[src/rtl/benes_pkg.sv]
// Shared definitions for the 8x8 Benes switch-setting controller.
// Holds the network size, the FSM state encodings, the column indices of
// the 20-bit control word and a helper that finds the next free loop start.
package benes_pkg;

   localparam int N    = 8;
   localparam int LOGN = 3;
   localparam int NSW  = 20;

   typedef logic [LOGN-1:0] addr_t;

   // FSM encodings
   localparam logic [1:0] IDLE = 2'd0;
   localparam logic [1:0] L8   = 2'd1;
   localparam logic [1:0] L4   = 2'd2;
   localparam logic [1:0] WR   = 2'd3;

   // Last value of the step counter in each looping phase
   localparam logic [1:0] L8_LAST = 2'd3;
   localparam logic [1:0] L4_LAST = 2'd1;

   // Nibble index of each switch column inside the control word
   localparam int COL_IN      = 0;
   localparam int COL_SUB_IN  = 1;
   localparam int COL_MID     = 2;
   localparam int COL_SUB_OUT = 3;
   localparam int COL_OUT     = 4;

   // Lowest even input whose colour is still open; a loop always restarts
   // on an even input because partners are coloured together.
   function automatic addr_t first_free_even(input logic [N-1:0] used,
                                             input addr_t fallback);
      addr_t r;
      r = fallback;
      for (int e = N - 2; e >= 0; e -= 2) begin
         if (!used[e]) r = addr_t'(e);
      end
      return r;
   endfunction

endpackage

[src/rtl/benes_loop4.sv]
// Looping colourer for one 4x4 Benes subnet.
// Colours the four inputs/outputs in two loop steps and reports the six
// switch bits of the subnet.
// Ports:
//   clk, areset : clock, asynchronous active-low reset
//   clear       : zero the colouring (held while the 8x8 level is routed)
//   step        : perform one loop step this cycle
//   perm        : 4 x 2-bit permutation, perm[2k+1:2k] = destination of input k
//   sw          : [1:0] input switches, [3:2] middle 2x2 (bit2 upper, bit3 lower),
//                 [5:4] output switches
module benes_loop4
   import benes_pkg::*;
(
   input  logic       clk,
   input  logic       areset,
   input  logic       clear,
   input  logic       step,
   input  logic [7:0] perm,
   output logic [5:0] sw
);

   logic [1:0] p   [4];
   logic [1:0] inv [4];
   logic [3:0] ci, co, vi;
   logic [3:0] ci_n, co_n, vi_n;
   logic [1:0] cur, cur_n;
   logic       cc, cc_n;
   logic [1:0] o, o1, j, j1;
   logic [1:0] up_in, lo_in;

   // Unpack the permutation and build its inverse
   always_comb begin
      for (int i = 0; i < 4; i++) begin
         p[i]   = perm[2*i +: 2];
         inv[i] = 2'd0;
      end
      for (int i = 0; i < 4; i++) begin
         inv[p[i]] = 2'(i);
      end
   end

   // One loop step: colour the cursor, its output pair and the input that
   // feeds the partner output, then follow the loop or start a new one
   always_comb begin
      o    = p[cur];
      o1   = o ^ 2'd1;
      j    = inv[o1];
      j1   = j ^ 2'd1;
      ci_n = ci;
      co_n = co;
      vi_n = vi;
      ci_n[cur] = cc;
      vi_n[cur] = 1'b1;
      co_n[o]   = cc;
      co_n[o1]  = ~cc;
      ci_n[j]   = ~cc;
      vi_n[j]   = 1'b1;
      ci_n[j1]  = cc;
      vi_n[j1]  = 1'b1;
      cc_n      = cc;
      cur_n     = cur;
      if (!vi[j1] && (j1 != cur)) begin
         cur_n = j1;
      end else begin
         cc_n = 1'b0;
         if (!vi_n[0])      cur_n = 2'd0;
         else if (!vi_n[2]) cur_n = 2'd2;
      end
   end

   // Colouring registers: cleared before each use, advanced one step per cycle
   always_ff @(posedge clk or negedge areset) begin
      if (!areset) begin
         ci  <= '0;
         co  <= '0;
         vi  <= '0;
         cur <= '0;
         cc  <= 1'b0;
      end else if (clear) begin
         ci  <= '0;
         co  <= '0;
         vi  <= '0;
         cur <= '0;
         cc  <= 1'b0;
      end else if (step) begin
         ci  <= ci_n;
         co  <= co_n;
         vi  <= vi_n;
         cur <= cur_n;
         cc  <= cc_n;
      end
   end

   // A middle 2x2 is crossed when its input from switch 0 heads to output 1
   always_comb begin
      up_in = ci[0] ? 2'd1 : 2'd0;
      lo_in = ci[0] ? 2'd0 : 2'd1;
      sw[1:0] = {ci[2], ci[0]};
      sw[2]   = p[up_in][1];
      sw[3]   = p[lo_in][1];
      sw[5:4] = {co[2], co[0]};
   end

endmodule

[src/rtl/benes_8_router.sv]
// Switch-setting controller for an 8x8 rearrangeable Benes network.
// Samples a destination permutation, colours the 8x8 level with the looping
// algorithm (4 steps), routes both 4x4 subnets in parallel (2 steps) and
// writes all 20 switch controls at once.
// Ports:
//   clk      : rising-edge clock
//   areset   : asynchronous active-low reset
//   start    : route request, sampled only in IDLE
//   mp0..mp7 : destination output of input 0..7
//   state    : 20 switch controls, nibble c = column c, 0=bar 1=cross
//   done     : one-cycle pulse when state has been updated
module benes_8_router
   import benes_pkg::*;
(
   input  logic           clk,
   input  logic           areset,
   input  logic           start,
   input  logic [2:0]     mp0,
   input  logic [2:0]     mp1,
   input  logic [2:0]     mp2,
   input  logic [2:0]     mp3,
   input  logic [2:0]     mp4,
   input  logic [2:0]     mp5,
   input  logic [2:0]     mp6,
   input  logic [2:0]     mp7,
   output logic [NSW-1:0] state,
   output logic           done
);

   addr_t          mp_in [N];
   addr_t          inv_c [N];
   addr_t          mpr   [N];
   addr_t          inv   [N];
   logic [N-1:0]   ci, co, vi;
   logic [N-1:0]   ci_n, co_n, vi_n;
   addr_t          cur, cur_n;
   logic           cc, cc_n;
   addr_t          o, o1, j, j1;
   logic [1:0]     fsm;
   logic [1:0]     cnt;
   logic [7:0]     ump, dmp;
   logic [5:0]     up_sw, lo_sw;
   logic [NSW-1:0] state_c;

   // Gather the mapping inputs and build the inverse permutation
   always_comb begin
      mp_in[0] = mp0;
      mp_in[1] = mp1;
      mp_in[2] = mp2;
      mp_in[3] = mp3;
      mp_in[4] = mp4;
      mp_in[5] = mp5;
      mp_in[6] = mp6;
      mp_in[7] = mp7;
      for (int i = 0; i < N; i++) begin
         inv_c[i] = '0;
      end
      for (int i = 0; i < N; i++) begin
         inv_c[mp_in[i]] = addr_t'(i);
      end
   end

   // One 8x8 loop step; a loop closes when the partner input was already
   // coloured, and the next loop then starts on a free even input with colour 0
   always_comb begin
      o    = mpr[cur];
      o1   = o ^ 3'd1;
      j    = inv[o1];
      j1   = j ^ 3'd1;
      ci_n = ci;
      co_n = co;
      vi_n = vi;
      ci_n[cur] = cc;
      vi_n[cur] = 1'b1;
      co_n[o]   = cc;
      co_n[o1]  = ~cc;
      ci_n[j]   = ~cc;
      vi_n[j]   = 1'b1;
      ci_n[j1]  = cc;
      vi_n[j1]  = 1'b1;
      cc_n      = cc;
      cur_n     = j1;
      if (vi[j1] || (j1 == cur)) begin
         cc_n  = 1'b0;
         cur_n = first_free_even(vi_n, cur);
      end
   end

   // Sub-permutations: each input switch sends its colour-0 input to the
   // upper subnet and its colour-1 input to the lower one
   always_comb begin
      for (int k = 0; k < 4; k++) begin
         if (ci[2*k]) begin
            ump[2*k +: 2] = mpr[2*k+1][2:1];
            dmp[2*k +: 2] = mpr[2*k][2:1];
         end else begin
            ump[2*k +: 2] = mpr[2*k][2:1];
            dmp[2*k +: 2] = mpr[2*k+1][2:1];
         end
      end
   end

   benes_loop4 u_upper (
      .clk    (clk),
      .areset (areset),
      .clear  (fsm == L8),
      .step   (fsm == L4),
      .perm   (ump),
      .sw     (up_sw)
   );

   benes_loop4 u_lower (
      .clk    (clk),
      .areset (areset),
      .clear  (fsm == L8),
      .step   (fsm == L4),
      .perm   (dmp),
      .sw     (lo_sw)
   );

   // Assemble the control word: outer columns from the 8x8 colouring,
   // inner columns from the two subnets (upper subnet in the low bits)
   always_comb begin
      state_c = '0;
      state_c[4*COL_IN      +: 4] = {ci[6], ci[4], ci[2], ci[0]};
      state_c[4*COL_SUB_IN  +: 4] = {lo_sw[1:0], up_sw[1:0]};
      state_c[4*COL_MID     +: 4] = {lo_sw[3:2], up_sw[3:2]};
      state_c[4*COL_SUB_OUT +: 4] = {lo_sw[5:4], up_sw[5:4]};
      state_c[4*COL_OUT     +: 4] = {co[6], co[4], co[2], co[0]};
   end

   // Controller FSM and 8x8 colouring registers
   always_ff @(posedge clk or negedge areset) begin
      if (!areset) begin
         fsm   <= IDLE;
         cnt   <= '0;
         state <= '0;
         done  <= 1'b0;
         ci    <= '0;
         co    <= '0;
         vi    <= '0;
         cur   <= '0;
         cc    <= 1'b0;
         for (int i = 0; i < N; i++) begin
            mpr[i] <= '0;
            inv[i] <= '0;
         end
      end else begin
         done <= 1'b0;
         case (fsm)
            IDLE: begin
               if (start) begin
                  for (int i = 0; i < N; i++) begin
                     mpr[i] <= mp_in[i];
                     inv[i] <= inv_c[i];
                  end
                  ci  <= '0;
                  co  <= '0;
                  vi  <= '0;
                  cur <= '0;
                  cc  <= 1'b0;
                  cnt <= '0;
                  fsm <= L8;
               end
            end
            L8: begin
               ci  <= ci_n;
               co  <= co_n;
               vi  <= vi_n;
               cur <= cur_n;
               cc  <= cc_n;
               cnt <= cnt + 2'd1;
               if (cnt == L8_LAST) begin
                  cnt <= '0;
                  fsm <= L4;
               end
            end
            L4: begin
               cnt <= cnt + 2'd1;
               if (cnt == L4_LAST) begin
                  cnt <= '0;
                  fsm <= WR;
               end
            end
            default: begin
               state <= state_c;
               done  <= 1'b1;
               fsm   <= IDLE;
            end
         endcase
      end
   end

endmodule

[config.mk]
export PLATFORM = sky130hd
export DESIGN_NAME = benes_8_router
export DESIGN_NICKNAME = d
export VERILOG_FILES = /design/src/rtl/benes_pkg.sv /design/src/rtl/benes_loop4.sv /design/src/rtl/benes_8_router.sv
export SDC_FILE = /design/constraint.sdc
export NUM_CORES = 1
export LEC_CHECK = 0
export ABC_AREA = 1
export BUFFER_PORTS_ARGS = -buffer_cell sky130_fd_sc_hd__buf_2
export CAP_MARGIN = 20
export CELL_PAD_IN_SITES_DETAIL_PLACEMENT = 1
export CELL_PAD_IN_SITES_GLOBAL_PLACEMENT = 1
export CORE_UTILIZATION = 48
export CTS_CLUSTER_SIZE = 8
export DETAILED_ROUTE_END_ITERATION = 10
export PLACE_DENSITY = 0.9
export SLEW_MARGIN = 20
export SYNTH_ARGS = -nofsm -noshare
export SYNTH_HDL_FRONTEND = slang
export SYNTH_SLANG_ARGS = --single-unit
[constraint.sdc]
create_clock -name clk -period 5.3 [get_ports clk]
set_input_delay 1.06 -clock clk [delete_from_list [all_inputs] [get_ports clk]]
set_output_delay 1.06 -clock clk [all_outputs]
set_load 0.05 [all_outputs]
Word level (Yosys, flattened, before mapping)
Cells that the tools add are included.
{"block": "totals", "in_bits": 27, "out_inout_bits": 21, "register_bits": 131}
{"block": "op_classes", "magnitude_cmp": 66, "bitwise_logic": 62, "reduce_logical": 48, "eq_ne": 16, "add_sub_neg": 1, "muxes": 170}
{"op": "$mux W2", "count": 46}
{"op": "$demux W3 S3", "count": 7}
{"op": "$mux W3", "count": 17}
{"op": "$mux W4", "count": 12}
{"op": "$or A16 B16 Y16", "count": 3}
{"op": "$or A8 B8 Y8", "count": 6}
{"op": "$pmux W8 S2", "count": 3}
{"op": "$ge A3 B3 Y1 const B", "count": 14}
{"op": "$not A2 Y3", "count": 14}
{"op": "$bwmux W4", "count": 10}
{"op": "$bwmux W8", "count": 5}
{"op": "$ge A4 B4 Y1 const B", "count": 9}
{"op": "$not A3 Y4", "count": 9}
{"op": "$bmux W2 S2", "count": 8}
{"op": "$not A16 Y16", "count": 2}
{"op": "$mux W1", "count": 31}
{"op": "$logic_and A1 B1 Y1", "count": 30}
{"op": "$lt A2 B3 Y1 const B", "count": 10}
{"op": "$lt A4 B1 Y1 const B", "count": 7}
{"op": "$and A8 B8 Y8", "count": 3}
{"op": "$demux W2 S2", "count": 6}
{"op": "$not A8 Y8", "count": 3}
{"op": "$or A24 B24 Y24", "count": 1}
{"op": "$or A4 B4 Y4", "count": 6}
{"op": "35 further kinds", "count": 101}

Depth between registers and ports, before layout
Gate-level depths: netlist of the first run.
{"block": "logic_depth", "depth_word": 23, "depth_mapped": 22}

Modules after synthesis
From an unflattened synthesis of the first run, not the netlist that was laid out.
{"block": "hier_totals", "hier_cells": 1069, "hier_area_um2": 7639.8}
{"module": "benes_8_router", "instances": 1, "area_each_um2": 5531.6, "cells_each": 746}
{"module": "benes_loop4 (u_upper)", "instances": 1, "area_each_um2": 1134.8, "cells_each": 170}
{"module": "benes_loop4 (u_lower)", "instances": 1, "area_each_um2": 973.4, "cells_each": 153}

Worst setup path after synthesis of the first run
OpenSTA, ideal clock, no wires.
{"block": "synth_path", "path_kind": "register to register", "startpoint": "register cur[0]", "endpoint": "register cur[1]", "t_required_ns": 5.179, "stages_incl_launch_ff": 20, "n_path_buf": 2, "slack_ns": 3.137, "setup_time_ns": 0.121, "arrival_time_ns": 2.042, "path_cell_list": "dfrtp_1 inv_2 buf_6 nand2_1 nand3_1 nand2_2 nor2_4 buf_6 nand2_1 o21ai_1 nand2_1 and2_1 nand2_2 nor2_1 nand2_1 nand2_1 o21ai_2 nand2_2 nand2_4 o21ai_1"}
{"block": "synth_between", "elab_chain_len": 20}
{"element": "from (decl)", "line": "benes_8_router.sv:36", "text": "addr_t cur, cur_n;"}
{"element": "from (signal assigned)", "line": "benes_8_router.sv:170", "text": "cur <= cur_n;"}
{"element": "$not A3 Y4 (implied by the code)", "line": "benes_8_router.sv:66", "text": "o = mpr[cur];"}
{"element": "$bmux W3 S3", "line": "benes_8_router.sv:66"}
{"element": "$mux W3 (implied by the code) (2 in series)", "line": "benes_8_router.sv:66"}
{"element": "$not A1 Y1 (no line)"}
{"element": "$not A3 Y4 (implied by the code)", "line": "benes_8_router.sv:68", "text": "j = inv[o1];"}
{"element": "$bmux W3 S3", "line": "benes_8_router.sv:68"}
{"element": "$mux W3 (implied by the code) (2 in series)", "line": "benes_8_router.sv:68"}
{"element": "$lt A3 B4 Y1 (implied by the code), or another cell as far along", "line": "benes_8_router.sv:78", "text": "vi_n[j] = 1'b1;"}
{"element": "$logic_and A1 B1 Y1 (implied by the code), or another cell as far along", "line": "benes_8_router.sv:78"}
{"element": "$mux W1 (implied by the code) / $logic_and A1 B1 Y1 (equally long branches)", "line": "benes_8_router.sv:78, benes_8_router.sv:80"}
{"element": "$demux W1 S3 / $mux W1 (equally long branches)", "line": "benes_8_router.sv:78, benes_8_router.sv:80"}
{"element": "$or A8 B8 Y8 (no line) / $demux W1 S3 (equally long branches)"}
{"element": "$or A8 B8 Y8 (no line)"}
{"element": "$mux W3 (3 in series)", "line": "benes_pkg.sv:36", "text": "if (!used[e]) r = addr_t'(e);"}
{"element": "$mux W3", "line": "benes_8_router.sv:83", "text": "if (vi[j1] || (j1 == cur)) begin"}
{"element": "$pmux W3 S2", "line": "benes_8_router.sv:150", "text": "case (fsm)"}
Parallel ways exist; a longest one is shown, timed or not. The select of a mux whose other input is x is not followed.
A chain may end at the register's enable or synchronous reset.

Final worst setup path of the first run
{"block": "layout_path", "startpoint": "register cur[0]", "endpoint": "register cur[0]"}
Same word-level chain as after synthesis.

==> results of run 1 <==
==> area by class of cell <==
| class | count | area [sq um] | area share (%) |
|---|---|---|---|
| Clock inverter | 3 | 20.02 | 0.2663 |
| Sequential cell | 112 | 2803 | 37.28 |
| Multi-Input combinational cell | 690 | 3423 | 45.54 |
| Timing Repair Buffer | 50 | 260.3 | 3.462 |
| Inverter | 144 | 543.0 | 7.224 |
| Clock buffer | 11 | 242.7 | 3.229 |
| Tap cell | 180 | 225.2 | 2.996 |
==> per-layer routing <==
metal | wire (um) | track usage [%]
met4 | 579 | 12.88
met5 | 0 | 0
met2 | 10620 | 52.56
met1 | 10180 | 43.92
met3 | 1028 | 3.299
==> worst paths after layout <==
| path | slack, ns | to | startpoint |
|---|---|---|---|
| max in group asynchronous | 3.87 | inv[20] | areset |
| min in group asynchronous | 0.80 | state[5] | areset |
| hold reg to reg | 0.47 | state[19] | state[19] |
| setup / recovery | 1.85 | cur[0] | cur[0] |
| hold / removal | 0.47 | state[19] | state[19] |
| setup reg to reg | 1.85 | cur[0] | cur[0] |
==> worst max-delay path: cells and delay by family (launching register included) <==
kind,cells,cell delay (ns)
and+or+nand+nor,15,1.95
DFF,1,0.68
buffers and inverters,2,0.45
AOI/OAI and AO/OA,2,0.27
==> registers in the layout (all words and copies together) (netlist names), 3 cells and up <==
register,flops
ci,4
co,4
cur,3
inv,24
mpr,24
state,20
u_lower.vi,4
u_upper.vi,4
vi,8
==> through the flow <==
stage	util (%)	std cells	hold slack, ns	cell area (sq um)
2_1_floorplan	-	976	0.4474	6940
3_3_place_gp	51.86	1176	0.4489	7254
3_5_place_dp	51.86	1176	0.4562	7254
4_1_cts	53.74	1190	0.4729	7517
5_1_grt	53.74	1190	0.4989	7517
6_report	53.74	1190	0.4693	7517
==> placed cells by master, fill, tap and decap left out, types with 2 or more instances in the layout <==
master      instances
a211oi_1            4
a21oi_1            31
a22oi_1             7
a311oi_1            5
buf_2              46
buf_4               4
clkbuf_16           9
clkinvlp_4          2
dfrtp_1           112
ha_1                7
inv_1             138
inv_2               5
nand2_1           280
nand2_2            11
nand2_4             7
nand3_1            56
nand3_2             4
nand3b_1            4
nand4_1             2
nor2_1             52
nor2_2              4
nor2_4              4
nor3_1             40
nor4_1              8
o211ai_1            9
o21ai_0            97
o21ai_1            14
o21ai_2             3
o22a_1              3
o22ai_1            18
o311ai_0            2
o31ai_1             5
o32ai_1             4
==> logic make-up after synthesis <==
family | share of synthesized area, %
flops | 40.38
xor+xnor | 0.3606
buf+inv | 10.33
compound gates | 16.91
fa+ha+maj | 1.262
simple gates | 30.76
==> impl_results.md, run 1 <==
* Final setup vio count at 0
* Area contributors post-synth: dfrtp_1, nand2_1, inv_1, o21ai_0, nand3_1
* Initial antenna violation count at 0
* Most instantiated cells after synthesis: nand2_1, inv_1, dfrtp_1, o21ai_0, nand3_1
* DRC errors left at 0
* Cell with the most instances after synthesis: nand2_1
* Crit-path max FO at 21
* Status: finished, final reports clean
* # fillers at 1862
* Netlist cell types at 45
* EDFF count, synth at 0
* Dominant synthesized flop cell: dfrtp_1
* Final nets at roughly 1000
* CP required at between 5 and 6 ns
* Routability cong. at about 0.91
* Vias/cell at 5.808
* Die Y-Extent at around 120 um
* Die area at around 15000 sq um
* Total GRT Usage at 32.24%
* Vias in the first global route at 6994
* CP peak stage delay at 0.68 ns
* DR WL/cell at 18.83 um
* Hold/Removal Path Class: register to register
* CTS Sinks at about 110
* Post-synth top area cell: dfrtp_1
* Final hold violations at 0
* Detailed Place HPWL at 16870 um
* Worst slack, placed at 2.076 ns
* I/O Pins at between 40 and 50
* Setup TNS at 0 ns
* RSZ-0062 raised after global routing: false
* Final period utilization at 65.06%
* Post-CTS Hold Buffers at 0
* Num CTS Buffers at 9
* Gates resized, CTS repair at 0
* Sequential share of the synthesized area at about two fifths
* FP Rows at between 40 and 50
* Synth Warn # at 0
* Crit end category: register
* R2R cell count at 19
* Root Driver: clkbuf_16
* Slew Limit Fails at 0
* Final setup margin at ~1.9 ns
* DRT iter0 DRCs at 538
* Asr flop ratio synth at between 90% and 100%
* ANT cells at 0
* Final antenna-violating net count at 0
* Die X at between 100 and 150 um
* Post-CTS Setup Bufs at 0
* Synth Cell Area at 6940 sq um
* Worst Path Class, Setup: register to register
* CTS max path bufs at 2
* TritonCTS clock tree: yes
* Area growth, synth to finish at 8.311%
* Pre-antenna DRT Iters at 5
* Via count at between 6000 and 7000
* CP most frequent cell: nand2_1
* Maxcap violations at 0
* Starting Density at between 40% and 50%
* Fmax at 0.2900 GHz
* Final Skew at slightly below 0.01 ns
* Synth Register Bits at approximately 110
* Hold depth at 2
* H-tree Lvls at 3
* Synth top area share at about 40%
* Reg clk slew, reported paths at approximately 0.080 ns
* Grt ovf at 0
* Worst Tran Pin Value at about 0.9 ns
* Critical Path AT at between 3 and 4 ns
* First-pass GRT wire length at around 37000 um
* Number of port buffers at 47
* WL final at roughly 22000 um
* Crit path launch type: register
* Largest net degree at the start of global routing at 64
* Share of cells above drive strength 1 at a little over a tenth
* Crit-path slowest cell: dfrtp_1
* Synthesized net count at 1010
* Synthesized instance count at 976
* Cell Chain, Critical Path: inv_2 -> nand2_1 -> nand3_1 -> nand2_2 -> nor2_4 -> nand2_1 -> o21ai_1 -> nand2_1 -> nand3_2 -> nand2_4 -> nor2_4 -> inv_2 -> nand2_1 -> nand3_1 -> nor2_1 -> nand2_2 -> nand2_4 -> nand2_1 -> o21ai_1
* Mapped Avg Cell Area at roughly 7.1 sq um
* Max_slew headroom at between 30% and 40%
* Tmin final at 3.448 ns
* Core area at around 14000 sq um
* Clk_lat worst skew at about 0.36 ns
Power of run 1 is not shown: default switching activity piles up to over one toggle a cycle in this logic, so the estimate is an artifact.
==> inputs of run 2 (changes only) <==
--- a/config.mk
+++ b/config.mk
@@ -10,10 +10,10 @@
 export CAP_MARGIN = 20
 export CELL_PAD_IN_SITES_DETAIL_PLACEMENT = 1
 export CELL_PAD_IN_SITES_GLOBAL_PLACEMENT = 1
-export CORE_UTILIZATION = 48
+export CORE_UTILIZATION = 45
 export CTS_CLUSTER_SIZE = 8
 export DETAILED_ROUTE_END_ITERATION = 10
-export PLACE_DENSITY = 0.9
+export PLACE_DENSITY = 0.85
 export SLEW_MARGIN = 20
 export SYNTH_ARGS = -nofsm -noshare
 export SYNTH_HDL_FRONTEND = slang
==> constraint.sdc (replaced) <==
create_clock -name clk -period 3.5 [get_ports clk]
set_input_delay 0.7 -clock clk [delete_from_list [all_inputs] [get_ports clk]]
set_output_delay 0.7 -clock clk [all_outputs]
set_load 0.05 [all_outputs]
==> run 2 against run 1 <==
Via count down 3.4%; setup slack worse by 1.3 ns; final area is 1.7% higher; wire length decreased by 4.0%; clock skew is essentially flat; largest cell class unchanged; critical endpoint is now cur[2]; critical path type unchanged; maximum frequency up 18%.
==> impl_results.md, run 2 (synthesis results as in run 1) <==
* Status: finished, final reports clean
* Max_slew headroom at 47.89% (+8.1 points)
* RSZ-0062 raised after global routing: false
* Clk_lat worst skew at 0.37 ns (about the same)
* Vias/cell at 5.537 (-4.7%)
* WL final at 21510 um (-4.0%)
* First-pass GRT wire length at 35270 um (-4.8%)
* Crit-path slowest cell: dfrtp_1
* Detailed Place HPWL at 16590 um (-1.7%)
* Maxcap violations at 0 (unchanged)
* Num CTS Buffers at 9 (unchanged)
* Post-CTS Setup Bufs at 0 (unchanged)
* Commonest non-fill, non-tap cell in the layout: nand2_1
* Final setup vio count at 0 (unchanged)
* DRT iter0 DRCs at 500 (-7.1%)
* Final period utilization at 83.55% (+18 points)
* CP most frequent cell: nand2_1
* Starting Density at 45.82% (-3.8 points)
* CP peak stage delay at 0.50 ns (-0.18 ns)
* Grt ovf at 0 (unchanged)
* Cell Chain, Critical Path: inv_2 -> nand2_1 -> nand3_1 -> nand2_2 -> nor2_4 -> nand2_1 -> o21ai_1 -> nand2_1 -> nand3_2 -> nand2_4 -> nor2_4 -> inv_2 -> nand2_1 -> nand3_1 -> nor2_1 -> nand2_2 -> nand2_4 -> nand2_1 -> o21ai_1
* Routability cong. at 0.9207 (+1.4%)
* Number of port buffers at 47 (unchanged)
* Critical Path AT at 3.21 ns (-0.53 ns)
* Die Y-Extent at 126.2 um (+3.2%)
* Hold/Removal Path Class: input pin to async pin
* # fillers at 1997 (+7.3%)
* Area growth, synth to finish at 10.20%
* I/O Pins at 48 (unchanged)
* Root Driver: clkbuf_16
* Worst hold slack at 0.2746 ns (-0.1947 ns)
* Core area at 15150 sq um (+8.3%)
* Crit-path max FO at 21 (unchanged)
* Vias in the first global route at 6766 (-3.3%)
* Worst Path Class, Setup: register to register
* Crit path launch type: register
* Final antenna-violating net count at 0 (unchanged)
* Total GRT Usage at 28.46% (-3.8 points)
* FP Rows at 45 (+4.7%)
* DRC errors left at 0 (unchanged)
* Fmax at 0.3419 GHz (+18%)
* Gates resized, CTS repair at 0 (unchanged)
* CP required at 3.79 ns (-1.80 ns)
* Die X at 126.2 um (+3.2%)
* CTS max path bufs at 2 (unchanged)
* Via count at 6678 (-3.4%)
* Final hold violations at 0 (unchanged)
* Die area at 15920 sq um (+6.6%)
* H-tree Lvls at 3 (unchanged)
* Biggest regs: inv x24, mpr x24, state x20
* Setup TNS at 0 ns (unchanged)
* Final Skew at 0.009743 ns (-0.000001690 ns)
* DR WL/cell at 17.83 um (-5.3%)
* TritonCTS clock tree: yes
* Post-CTS Hold Buffers at 0 (unchanged)
* Worst Tran Pin Value at 0.7808 ns (-0.1216 ns)
* Initial antenna violation count at 0 (unchanged)
* Reg clk slew, reported paths at 0.07 ns (about the same)
* ANT cells at 0 (unchanged)
* Cell area after layout at 7649 sq um (+1.7%)
* Tmin final at 2.924 ns (-0.5236 ns)
* Placement Cell Area at 7330 sq um (+1.0%)
* Crit end category: register
* Largest net degree at the start of global routing at 59 (-7.8%)
* Share of cells above drive strength 1 at 11.30% (+0.80 points)
* Final nets at 1048 (+0.67%)
* Pre-antenna DRT Iters at 5 (unchanged)
* CTS Sinks at 112 (unchanged)
* Slew Limit Fails at 0 (unchanged)
* Most frequent cells in the layout: nand2_1, inv_1, dfrtp_1
==> run 2: final cells by class <==
| cell class | instances | area [sq um] | area share, % |
|---|---|---|---|
| inverter | 144 | 543.0 | 7.100 |
| tap | 188 | 235.2 | 3.075 |
| multi-input combinational | 690 | 3423 | 44.76 |
| sequential | 112 | 2803 | 36.64 |
| clock inverter | 6 | 93.84 | 1.227 |
| clock buffer | 9 | 225.2 | 2.945 |
| timing repair buffer | 57 | 325.3 | 4.253 |
==> run 2: worst max-delay path: cells and delay by family (launching register included) <==
family                 cells  cell delay, ns
buffers and inverters      2            0.34
and+or+nand+nor           15            1.75
DFF                        1            0.50
AOI/OAI and AO/OA          2            0.26
==> run 2: final timing paths <==
check	startpoint	end	slack, ns	cells after the start
setup reg to reg	cur[0]	cur[2]	0.58	19
min in group clk	state[12]	state[12]	0.47	2
hold reg to reg	state[12]	state[12]	0.47	2
setup / recovery	cur[0]	cur[2]	0.58	19
max in group asynchronous	areset	state[4]	2.52	2
hold / removal	areset	state[17]	0.27	1
==> run 2: metal layers <==
metal  share of wire [%]  wire length, um  global-route usage, %  vias to the layer above
met5                   0                0                      0                        -
met3                 2.9              613                  3.951                       33
met1                  48            10410                  38.84                     3248
met2                  46             9978                  46.05                      128
met4                 2.3              504                  10.56                        0
li1                    -                -                      -                     3269
==> run 2: per-stage QoR <==
step                      std cells  worst slack, ns  util [%]
after floorplan                 976            1.337         -
after global placement         1191           0.7483     48.39
after detailed placement       1191           0.6579     48.39
after CTS                      1206           0.5747     50.50
after global routing           1206           0.3011     50.50
final                          1206           0.5756     50.50
Power of run 2 is left out for the same reason.
==> inputs of run 3 (changes only) <==
==> constraint.sdc (replaced) <==
create_clock -name clk -period 3 [get_ports clk]
set_input_delay 0.6 -clock clk [delete_from_list [all_inputs] [get_ports clk]]
set_output_delay 0.6 -clock clk [all_outputs]
set_load 0.05 [all_outputs]
==> run 3 against run 2 <==
Non-clock buffer count rose by 7; wire length down 0.48%; count of clock-buffer cells in the layout up 4; highest routed layer unchanged.
==> impl_results.md, run 3 (synthesis results as in run 1) <==
* Final Skew at 0.007939 ns (-0.001804 ns)
* H-tree Lvls at 3 (unchanged)
* Commonest non-fill, non-tap cell in the layout: nand2_1
* CP required at 3.26 ns (-0.53 ns)
* Vias in the first global route at 6721 (-0.67%)
* Crit-path max FO at 10 (-52%)
* ANT cells at 0 (unchanged)
* Maxcap violations at 0 (unchanged)
* Die Y-Extent at 126.2 um (unchanged)
* Die X at 126.2 um (unchanged)
* R2R Setup Slk at 0.29 ns (-0.28 ns)
* Critical Path AT at 2.97 ns (-0.24 ns)
* Post-CTS Setup Bufs at 0 (unchanged)
* Number of port buffers at 47 (unchanged)
* Post-CTS Hold Buffers at 0 (unchanged)
* Crit end category: register
* DR WL/cell at 17.62 um (-1.2%)
* Tmin final at 2.709 ns (-0.2157 ns)
* DRC errors left at 0 (unchanged)
* Vias/cell at 5.539 (about the same)
* Reg clk slew, reported paths at 0.07 ns (about the same)
* Worst slack, placed at 0.3176 ns (-0.3403 ns)
* Share of cells above drive strength 1 at 11.88% (+0.58 points)
* Total GRT Usage at 28.68% (+0.21 points)
* Grt ovf at 0 (unchanged)
* Starting Density at 45.82% (unchanged)
* Slew Limit Fails at 0 (unchanged)
* Fmax at 0.3692 GHz (+8.0%)
* CTS max path bufs at 2 (unchanged)
* Initial antenna violation count at 0 (unchanged)
* FP Rows at 45 (unchanged)
* Pre-antenna DRT Iters at 5 (unchanged)
* Final period utilization at 90.29% (+6.7 points)
* Final setup margin at 0.2913 ns (-0.2843 ns)
* Final setup vio count at 0 (unchanged)
* Biggest regs: inv x24, mpr x24, state x20
* Final antenna-violating net count at 0 (unchanged)
* Worst hold slack at 0.1882 ns (-0.08642 ns)
* Die area at 15920 sq um (unchanged)
* Area growth, synth to finish at 10.56%
* Routability cong. at 0.9047 (-1.7%)
* Worst Tran Pin Value at 0.8135 ns (+0.03276 ns)
* I/O Pins at 48 (unchanged)
* Gates resized, CTS repair at 0 (unchanged)
* Num CTS Buffers at 9 (unchanged)
* Worst Path Class, Setup: register to register
* RSZ-0062 raised after global routing: false
* WL final at 21400 um (-0.48%)
* Clk_lat worst skew at 0.37 ns (about the same)
* CTS Sinks at 112 (unchanged)
* Final nets at 1056 (+0.76%)
* R2r endpoint: u_upper.cur[1]
* R2r startpoint: ci[4]
* Via count at 6730 (+0.78%)
* Detailed Place HPWL at 16480 um (-0.62%)
* Status: finished, final reports clean
* Root Driver: clkbuf_16
* Largest net degree at the start of global routing at 61 (+3.4%)
* Setup TNS at 0 ns (unchanged)
* DRT iter0 DRCs at 454 (-9.2%)
* Crit path launch type: register
* First-pass GRT wire length at 35510 um (+0.69%)
* R2R cell count at 14 (-5)
* TritonCTS clock tree: yes
* Most frequent cells in the layout: nand2_1, inv_1, dfrtp_1
* Max_slew headroom at 45.71% (-2.2 points)
* Final hold violations at 0 (unchanged)
* Hold/Removal Path Class: input pin to async pin
* Core area at 15150 sq um (unchanged)
==> run 3: cell types whose count changed in the layout (fill, tap and decap cells not counted) <==
cell	change
clkinv_4	-1
clkbuf_8	+2
nor2_2	+1
bufinv_16	-2
clkbuf_1	+2
buf_4	+7
==> run 3: cell type report <==
cell class,count,area [sq um]
tap,188,235.2
inverter,144,543.0
multi-input combinational,691,3430
clock buffer,13,260.3
timing repair buffer,64,377.9
sequential,112,2803
fill,1998,7472
clock inverter,3,25.02
==> run 3: how the worst max path moves through the flow <==
| stage | startpoint | end | cells past startpoint |
|---|---|---|---|
| 2_1_floorplan | cur[0] | cur[1] | 19 |
| 3_3_place_gp | cur[0] | cur[2] | 18 |
| 3_5_place_dp | cur[0] | cur[2] | 18 |
| 4_1_cts | cur[0] | cur[2] | 18 |
| 5_1_grt | cur[0] | cur[2] | 17 |
| 6_report | ci[4] | u_upper.cur[1] | 14 |
==> run 3: per-stage QoR <==
stage          instance area (sq um)  instances  util, %
4_1_cts                         7667       1214    50.62
6_report                        7674       1215    50.67
5_1_grt                         7674       1215    50.67
3_5_place_dp                    7382       1198    48.74
3_3_place_gp                    7382       1198    48.74
2_1_floorplan                   6940        976        -
==> run 3: critical path, cell delays in order (launching register included) <==
cell	delay, ns
dfrtp_1	0.52
o21ai_0	0.47
inv_1	0.15
nand2_1	0.11
nand4_1	0.21
inv_1	0.20
nand2_1	0.07
nand2_1	0.14
inv_2	0.11
o21ai_0	0.23
inv_1	0.09
nand3_2	0.09
nand2_1	0.07
nand2_1	0.08
nand2_1	0.06
==> run 3: metal layers <==
layer	up-vias	track usage (%)	part of all wire, %
li1	3281	-	-
met1	3263	40.09	48
met2	159	46.15	46
met3	27	4.970	4.5
met4	0	7.087	1.5
met5	-	0	0
Power of run 3 is left out for the same reason.
